`config.mk`:
```
export PLATFORM = sky130hd
export DESIGN_NAME = vga_render_pipe
export DESIGN_NICKNAME = d
export VERILOG_FILES = /design/src/rtl/vga_render_pipe.sv
export SDC_FILE = /design/constraint.sdc
export NUM_CORES = 1
export LEC_CHECK = 0
export CORE_AREA = 3 3 168 170
export DETAILED_ROUTE_END_ITERATION = 8
export DIE_AREA = 0 0 171 173
export GPL_TIMING_DRIVEN = 0
export PLACE_DENSITY_LB_ADDON = 0.3
export SLEW_MARGIN = 0
export SYNTH_ARGS = -nofsm -noshare
export SYNTH_HDL_FRONTEND = slang
export SYNTH_SLANG_ARGS = --single-unit
```
`constraint.sdc`:
```
create_clock -name clk -period 4.6 [get_ports clk]
set_clock_uncertainty 0.1 [all_clocks]
set_input_delay 0.92 -clock clk [delete_from_list [all_inputs] [get_ports clk]]
set_output_delay 0.92 -clock clk [all_outputs]
set_load 0.005 [all_outputs]
```
`src/rtl/vga_render_pipe.sv`:
```
// Two-stage pixel colouriser with per-frame player/obstacle collision detection.
// Latency: rgb_valid/rgb/frame_done follow pix_valid by exactly 2 cycles; collision updates 1 cycle after frame_done.
// Backpressure: none; accepts one pixel every cycle, bubbles in pix_valid pass through as bubbles.
//
// Ports:
//   clk, rst                       pixel clock, synchronous active-high reset
//   pix_valid, pix_x, pix_y        coordinate stream from the timing block
//   gamemode, player_y             00 start, 01 playing, 10 paused, 11 game over; player top edge
//   obs_left/right/up/down         packed per-slot obstacle edges (right/down exclusive)
//   rgb_valid, rgb                 12-bit {R,G,B}; rgb holds while rgb_valid is low
//   frame_done                     1-cycle pulse alongside the last pixel of a frame
//   collision                      overlap flag for the most recently completed frame
module vga_render_pipe #(
    parameter int H_RES    = 640,
    parameter int V_RES    = 480,
    parameter int N_OBS    = 10,
    parameter int X_W      = 10,
    parameter int Y_W      = 9,
    parameter int PLAYER_X = 100,
    parameter int PLAYER_W = 20,
    parameter int PLAYER_H = 20
) (
    input  logic                   clk,
    input  logic                   rst,
    input  logic                   pix_valid,
    input  logic [X_W-1:0]         pix_x,
    input  logic [Y_W-1:0]         pix_y,
    input  logic [1:0]             gamemode,
    input  logic [Y_W-1:0]         player_y,
    input  logic [N_OBS*X_W-1:0]   obs_left,
    input  logic [N_OBS*X_W-1:0]   obs_right,
    input  logic [N_OBS*Y_W-1:0]   obs_up,
    input  logic [N_OBS*Y_W-1:0]   obs_down,
    output logic                   rgb_valid,
    output logic [11:0]            rgb,
    output logic                   frame_done,
    output logic                   collision
);

    // All range limits carry one extra bit so edge + size never wraps.
    localparam logic [X_W:0]   PX_LO  = (X_W+1)'(PLAYER_X);
    localparam logic [X_W:0]   PX_HI  = (X_W+1)'(PLAYER_X + PLAYER_W);
    localparam logic [Y_W:0]   PH     = (Y_W+1)'(PLAYER_H);
    localparam logic [X_W:0]   X_LIM  = (X_W+1)'(H_RES);
    localparam logic [Y_W:0]   Y_LIM  = (Y_W+1)'(V_RES);
    localparam logic [X_W-1:0] X_LAST = X_W'(H_RES - 1);
    localparam logic [Y_W-1:0] Y_LAST = Y_W'(V_RES - 1);

    localparam logic [11:0] C_BLACK  = 12'h000;
    localparam logic [11:0] C_BLUE   = 12'h00F;
    localparam logic [11:0] C_RED    = 12'hF00;
    localparam logic [11:0] C_YELLOW = 12'hFF0;
    localparam logic [11:0] C_GREEN  = 12'h0F0;

    typedef struct packed {
        logic             vld;
        logic [1:0]       mode;
        logic             in_player;
        logic [N_OBS-1:0] hit;
        logic             oor;
        logic             last;
    } s1_t;

    s1_t s1_d, s1_q;

    logic [X_W:0] x_ext;
    logic [Y_W:0] y_ext;
    logic [Y_W:0] py_lo;
    logic [Y_W:0] py_hi;

    // Stage 1: box membership and frame-position flags.
    always_comb begin
        s1_d  = '0;
        x_ext = {1'b0, pix_x};
        y_ext = {1'b0, pix_y};
        py_lo = {1'b0, player_y};
        py_hi = py_lo + PH;

        s1_d.vld       = pix_valid;
        s1_d.mode      = gamemode;
        s1_d.in_player = (x_ext >= PX_LO) && (x_ext < PX_HI) &&
                         (y_ext >= py_lo) && (y_ext < py_hi);
        // A slot with left>=right or up>=down can never satisfy both
        // half-open tests, so disabled slots need no separate check.
        for (int i = 0; i < N_OBS; i++) begin
            s1_d.hit[i] = (pix_x >= obs_left[i*X_W +: X_W]) &&
                          (pix_x <  obs_right[i*X_W +: X_W]) &&
                          (pix_y >= obs_up[i*Y_W +: Y_W]) &&
                          (pix_y <  obs_down[i*Y_W +: Y_W]);
        end
        s1_d.oor  = (x_ext >= X_LIM) || (y_ext >= Y_LIM);
        s1_d.last = (pix_x == X_LAST) && (pix_y == Y_LAST);
    end

    logic        rgb_vld_d, rgb_vld_q;
    logic [11:0] rgb_d, rgb_q;
    logic        frame_done_d, frame_done_q;
    logic        ovl_d, ovl_q;
    logic        acc_d, acc_q;
    logic        collision_d, collision_q;

    logic        obs_any;
    logic [11:0] play_rgb;
    logic [11:0] dim_rgb;
    logic [11:0] mux_rgb;

    // Stage 2: colour mux, output registers and the frame accumulator.
    always_comb begin
        obs_any = |s1_q.hit;

        if (s1_q.in_player && obs_any) begin
            play_rgb = C_RED;
        end else if (s1_q.in_player) begin
            play_rgb = C_YELLOW;
        end else if (obs_any) begin
            play_rgb = C_GREEN;
        end else begin
            play_rgb = C_BLACK;
        end

        // Paused view halves every nibble of the play colour.
        dim_rgb = {1'b0, play_rgb[11:9], 1'b0, play_rgb[7:5], 1'b0, play_rgb[3:1]};

        if (s1_q.oor) begin
            mux_rgb = C_BLACK;
        end else begin
            case (s1_q.mode)
                2'b00:   mux_rgb = C_BLUE;
                2'b01:   mux_rgb = play_rgb;
                2'b10:   mux_rgb = dim_rgb;
                default: mux_rgb = C_RED;
            endcase
        end

        rgb_vld_d    = s1_q.vld;
        rgb_d        = s1_q.vld ? mux_rgb : rgb_q;
        frame_done_d = s1_q.vld && s1_q.last;
        ovl_d        = s1_q.vld && s1_q.in_player && obs_any &&
                       (s1_q.mode == 2'b01) && !s1_q.oor;

        // The overlap and frame end of the pixel now on the outputs are
        // folded in on the following edge, so collision trails frame_done
        // by one cycle and the last pixel's own overlap still counts.
        acc_d       = acc_q;
        collision_d = collision_q;
        if (frame_done_q) begin
            collision_d = acc_q || ovl_q;
            acc_d       = 1'b0;
        end else if (ovl_q) begin
            acc_d = 1'b1;
        end
    end

    always_ff @(posedge clk) begin
        if (rst) begin
            s1_q         <= '0;
            rgb_vld_q    <= 1'b0;
            rgb_q        <= '0;
            frame_done_q <= 1'b0;
            ovl_q        <= 1'b0;
            acc_q        <= 1'b0;
            collision_q  <= 1'b0;
        end else begin
            s1_q         <= s1_d;
            rgb_vld_q    <= rgb_vld_d;
            rgb_q        <= rgb_d;
            frame_done_q <= frame_done_d;
            ovl_q        <= ovl_d;
            acc_q        <= acc_d;
            collision_q  <= collision_d;
        end
    end

    assign rgb_valid  = rgb_vld_q;
    assign rgb        = rgb_q;
    assign frame_done = frame_done_q;
    assign collision  = collision_q;

endmodule

```
==> results of run 1 <==
==> flip-flops by register name, summed over array words and instances (netlist names) <==
name,cells
ovl_q,1
rgb_valid,1
rgb,5
s1_q,15
rgb_vld_d,1
frame_done,1
acc_q,1
collision,1
==> what timing repair did <==
action / in CTS / in global routing
hold buffers: 0 / 0
setup endpoints to repair: 1 / 0
resized for setup: 1 / 0
setup buffers: 0 / 0
==> layer usage <==
metal | share of wire [%] | wire, microns | up-vias | track usage [%]
met4 | 3.0 | 1184 | 0 | 8.350
met1 | 39 | 15500 | 5048 | 29.97
met2 | 49 | 19400 | 419 | 46.45
met3 | 8.6 | 3389 | 73 | 4.870
li1 | - | - | 5524 | -
met5 | 0 | 0 | - | 0
==> cell type report <==
class                           count  area share, %
Clock inverter                      1         0.2020
Multi-Input combinational cell    936          54.60
Timing Repair Buffer              429          28.62
Clock buffer                        3         0.5051
Inverter                          360          9.092
Sequential cell                    26          3.502
Tap cell                          341          2.871
Buffer                             12         0.5893
Antenna cell                        1        0.01684
==> kinds of logic after synthesis <==
group,count (synthesis)
muxes,1
AOI/OAI and AO/OA,307
buffers and inverters,372
DFF,26
and+or+nand+nor,243
xor gates and xnor gates,7
adders and majority gates,378
==> worst max path at each step <==
stage / start / slack, ns / endpoint
after floorplan: pix_x[0] / 2.01 / s1_q[10]
after global placement: pix_x[0] / -0.30 / s1_q[5]
after detailed placement: pix_x[0] / -0.34 / s1_q[5]
after CTS: pix_y[2] / 0.32 / s1_q[7]
after global routing: pix_x[0] / 0.48 / s1_q[5]
final: pix_x[0] / 0.65 / s1_q[5]
==> worst register-to-register path, stage by stage, from the launching register on <==
cell and delay, ns:
dfxtp_1 0.30, nor4_1 0.41, nand3_1 0.20, xor2_1 0.25, nand4_1 0.13, a21oi_1 0.16
==> power breakdown <==
part           leakage [nW]  switching [W]  internal [W]  total (W)
clock network        0.0511      0.0000783      0.000173   0.000251
registers             0.211     0.00000370      0.000230   0.000234
logic                  7.73       0.000541      0.000648    0.00119
total                  7.99       0.000623       0.00105    0.00167
==> cells in the mapped netlist (6+ instances only) <==
master	n
ha_1	377
inv_1	360
a21oi_1	100
nand2_1	46
o21ai_0	42
nand3_1	40
a21o_1	29
nand2b_1	28
dfxtp_1	26
nand4_1	23
a211oi_1	22
a31oi_1	19
nor4_1	19
o211ai_1	19
nor3_1	18
nor2_1	17
o21a_1	15
nor2b_1	13
o21ai_1	10
and3_1	9
or4_1	8
a211o_1	7
buf_4	7
o32ai_1	7
o22ai_1	6
==> per-stage QoR <==
stage	setup slack, ns	util (%)
6_report	0.6476	55.30
5_1_grt	0.4792	55.30
4_1_cts	0.3239	55.37
3_5_place_dp	-0.3413	54.97
3_3_place_gp	-0.2957	54.97
2_1_floorplan	2.014	-
==> flow_summary.yaml, run 1 <==
outcome:
  outcome: "complete, no violations"
synth:
  synth_top_family_by_area: "adder cells"
  synth_largest_area_cell: "ha_1"
  ys_warn_count: 0
  synth-simple-area-share_pct: 13.50
  syn_avg_cell_area_sq_um: 7.551
  ys_async_sr_fraction_pct: 0
  synth_compound_area_share_pct: 19.43
  syn_nets: 2124
  ys_ff_latch: 26
  yosysTopAreaCellShare_pct: 46.83
  synth_flop_cell: "dfxtp_1"
  yosys-top-cells-area: "ha_1 47%, inv_1 13%, dfxtp_1 5.2%"
  yosysSeqAreaShare_pct: 5.167
  ys_types: 51
  syn_area_sq_um: 10070
  synth_xor_area_share_pct: 0.6086
  muxShareOfSynthArea_pct: 0.09937
  synth_edf_count: 0
  synthAdderAreaFrac_pct: 46.93
  syn_inst: 1334
job:
  maxCapViolCount: 0
timing:
  setup_viol: 0
  setup-tns-final_ns: 0
  period_share_pct: 85.92
  slew_headroom_pct: 44.29
  hold_viol_final: 0
  worst_pin_slew_ns: 0.8357
  final_max_slew_viol_count: 0
  fmax_mhz: 253.0
  post-route-min-period_ns: 3.952
  grt_setup_unrepaired: "false"
  hold_ws_ns: 0.3309
global_routing:
  grt_max_degree: 25
  grt_pass1_wl_microns: 59400
  grt_pass1_vias: 11110
  grt_overflow_total: 0
  gr-usage-all-layers_pct: 25.61
  antenna_found_initial: 1
floorplanning:
  ios: 428
  fp-row-count: 60
  die_x_microns: 171
  die-area_sq_um: 29580
  start_util_pct: 37.48
  coreArea_sq_um: 26880
  fp.dieH_microns: 173
place:
  portBuffers: 427
  dp.cells: 2104
  postPlaceCellArea_sq_um: 14770
  dp_hpwl_microns: 32110
  place.gp.congestion: 0.9021
cts:
  htreeDepth: 1
  clockBufferDepth: 2
  cts_buffers: 3
  cts_sinks: 26
  clkLatencyLatePin_ns: 0.26
  clkSlewWorstSetupHoldPaths_ns: 0.07
  cts_tree: "yes"
  root_buffer: "clkbuf_16"
critical_path:
  slowest_delay_ns: 0.53
  crit_type: "input port to flip-flop"
  cp-start-kind: "input port"
  r2r_start: "s1_q[7]"
  critical_path.top_delay_family: "buffers and inverters"
  worstPathArrival_ns: 3.97
  worstPathCellList: "clkdlybuf4s50_1 -> clkbuf_2 -> inv_1 -> ha_1 -> nand2b_1 -> a211oi_1 -> o21ai_0 -> a21oi_1 -> nor4_1"
  required_ns: 4.62
  crit_cells: 9
  worstReg2RegEnd: "rgb[6]"
  regToRegSetupSlack_ns: 2.99
  rr_worst_depth: 5
  slowest_stage: "clkdlybuf4s50_1"
  end_kind: "flip-flop"
  crit_fanout: 10
  cp_num_buf_inv: 3
layout:
  syn2layout_area_growth_pct: 47.55
  layout_commonest_cell: "clkdlybuf4s50_1"
  nFillCells: 2536
  drive_above_1_share_pct: 2.547
  multi_input_area_sq_um: 8115
  layout_common_cells: "412 x clkdlybuf4s50_1, 377 x ha_1, 360 x inv_1, 100 x a21oi_1, 46 x nand2_1"
  regArea_sq_um: 520.5
  final_area_sq_um: 14860
  layout.cells.non_filler: 2109
  nets: 2558
detailed_routing:
  drtAntennaViolNets: 0
  drt_iter0_drc: 467
  drt_pre_antenna_iters: 5
  wl_per_cell_microns: 18.71
  route.detailed.drc: 0
  viasPerCell: 5.246
  wl_microns: 39470
  vias: 11060
worst_hold_path:
  worstHoldPathCells: 1
  hold_start: "s1_q[0]"
  hp-class: "flip-flop to flip-flop"
  min_to: "frame_done"
power:
  p_total_w: 0.001675
  pwr_density_cell_nw_per_um2: 112.7
  leakagePower_nw: 7.994
  peakVddDrop_mv: 0.1225
(Power assumes the default switching activity.)
==> run 2, diff against run 1 <==
- CORE_AREA: 3 3 168 170 -> 3 3 166 168
- DIE_AREA: 0 0 171 173 -> 0 0 169 171
- DONT_BUFFER_PORTS: not set -> 1
==> flow_summary.yaml, run 2 (synthesis gave the netlist of run 1 again) <==
outcome:
  outcome: "complete, no violations"
critical_path:
  worstPathCellList: "clkbuf_1 -> inv_1 -> ha_1 -> nand2b_1 -> a211oi_1 -> o21ai_0 -> a21oi_1 -> nor4_1"
  crit_type: "input port to flip-flop"
  worstReg2RegEnd: "rgb[6]"
  r2r_start: "s1_q[7]"
  required_ns: 4.60
  regToRegSetupSlack_ns: 2.91
  crit_fanout: 10
  cp-start-kind: "input port"
  end_kind: "flip-flop"
  slowest_delay_ns: 0.67
  rr_worst_depth: 5
  slowest_stage: "clkbuf_1"
  worstPathArrival_ns: 3.82
cts:
  cts_tree: "yes"
  root_buffer: "clkbuf_16"
  cts_sinks: 26
  cts_setup_buffers: 0
  clkSlewWorstSetupHoldPaths_ns: 0.07
  cts_buffers: 3
  clockBufferDepth: 2
  cts_hold_buf: 0
  htreeDepth: 1
  clkLatencyLatePin_ns: 0.27
  cts.repair.resized: 0
timing:
  setup-tns-final_ns: 0
  post-route-min-period_ns: 3.821
  grt_setup_unrepaired: "false"
  slew_headroom_pct: 38.62
  worst_pin_slew_ns: 0.9207
  setup_viol: 0
  hold_viol_final: 0
  fmax_mhz: 261.7
  period_share_pct: 83.07
  final_max_slew_viol_count: 0
power:
  pwr_density_cell_nw_per_um2: 116.3
  peakVddDrop_mv: 0.1223
  leakagePower_nw: 6.302
floorplanning:
  start_util_pct: 38.66
  die-area_sq_um: 28900
  fp.dieH_microns: 171
  fp-row-count: 59
  ios: 428
  die_x_microns: 169
  coreArea_sq_um: 26060
layout:
  layout_commonest_cell: "ha_1"
  nets: 2129
  largest_reg_flops: 15
  syn2layout_area_growth_pct: 5.229
  layout_common_cells: "377 x ha_1, 360 x inv_1, 100 x a21oi_1, 46 x nand2_1, 42 x o21ai_0"
  drive_above_1_share_pct: 2.018
  layout.cells.non_filler: 1674
  regMostFlops: "s1_q"
detailed_routing:
  wl_per_cell_microns: 21.89
  drtAntennaViolNets: 0
  drt_iter0_drc: 370
  vias: 9368
  viasPerCell: 5.596
  wl_microns: 36650
  drt_pre_antenna_iters: 5
  route.detailed.drc: 0
place:
  dp_hpwl_microns: 29580
  place.gp.congestion: 0.8842
  dp.cells: 1669
  portBuffers: 0
job:
  maxCapViolCount: 0
global_routing:
  grt_overflow_total: 0
  gr-usage-all-layers_pct: 23.93
  grt_pass1_wl_microns: 52830
  antenna_found_initial: 3
  grt_max_degree: 25
  grt_pass1_vias: 9426
worst_hold_path:
  min_to: "frame_done"
  worstHoldPathCells: 1
  hp-class: "flip-flop to flip-flop"
  hold_start: "s1_q[0]"
==> run 2: cell count changes in the layout (fill, tap and decap cells not counted), sizes merged <==
cell / delta
clkdlybuf4s50: -412
buf: -17
==> run 2: layer usage <==
| metal | global-route usage (%) | share of wire [%] |
|---|---|---|
| met1 | 27.49 | 40 |
| met2 | 43.82 | 49 |
| met3 | 5.106 | 7.5 |
| met4 | 8.504 | 3.6 |
| met5 | 0 | 0.046 |
==> run 2: how the worst max path moves through the flow <==
stage	from	endpoint	slack (ns)
final	pix_x[0]	s1_q[8]	0.78
after global routing	pix_x[0]	s1_q[8]	0.45
after CTS	pix_x[0]	s1_q[8]	0.57
after detailed placement	pix_x[0]	s1_q[2]	0.27
after global placement	pix_x[0]	s1_q[8]	0.24
after floorplan	pix_x[0]	s1_q[10]	2.01
==> run 2: report_power, final <==
part	internal (W)	switching [W]	total, W	leakage (nW)
combinational	0.000348	0.000392	0.000740	6.04
clock	0.000173	0.0000848	0.000258	0.0511
sequential	0.000230	0.00000438	0.000235	0.211
total	0.000752	0.000481	0.00123	6.30
==> run 2: metrics by stage <==
step | hold WS, ns | util (%) | power [W] | setup slack, ns | area [sq um]
floorplan | 0.3057 | - | 0.0008098 | 2.014 | 10070
global placement | 0.3127 | 40.27 | 0.0009525 | 0.2364 | 10490
detailed placement | 0.3114 | 40.27 | 0.0009850 | 0.2715 | 10490
CTS | 0.3226 | 40.67 | 0.001250 | 0.5718 | 10600
global route | 0.3438 | 40.68 | 0.001383 | 0.4487 | 10600
finish | 0.3220 | 40.68 | 0.001233 | 0.7789 | 10600
==> run 2: final cells by class <==
cell class | count | area (sq um)
Tap cell | 335 | 419.2
Multi-Input combinational cell | 936 | 8115
Fill cell | 2761 | 15460
Sequential cell | 26 | 520.5
Inverter | 360 | 1351
Clock inverter | 1 | 30.03
Clock buffer | 3 | 75.07
Antenna cell | 1 | 2.502
Buffer | 12 | 86.33
==> run 2: worst max-delay path, delay by kind of cell <==
family / cells / cell delay (ns)
AO/OA/AOI/OAI: 3 / 0.46
buffers and inverters: 2 / 1.30
adder cells (fa/ha/maj): 1 / 0.47
AND/OR/NAND/NOR: 2 / 0.65
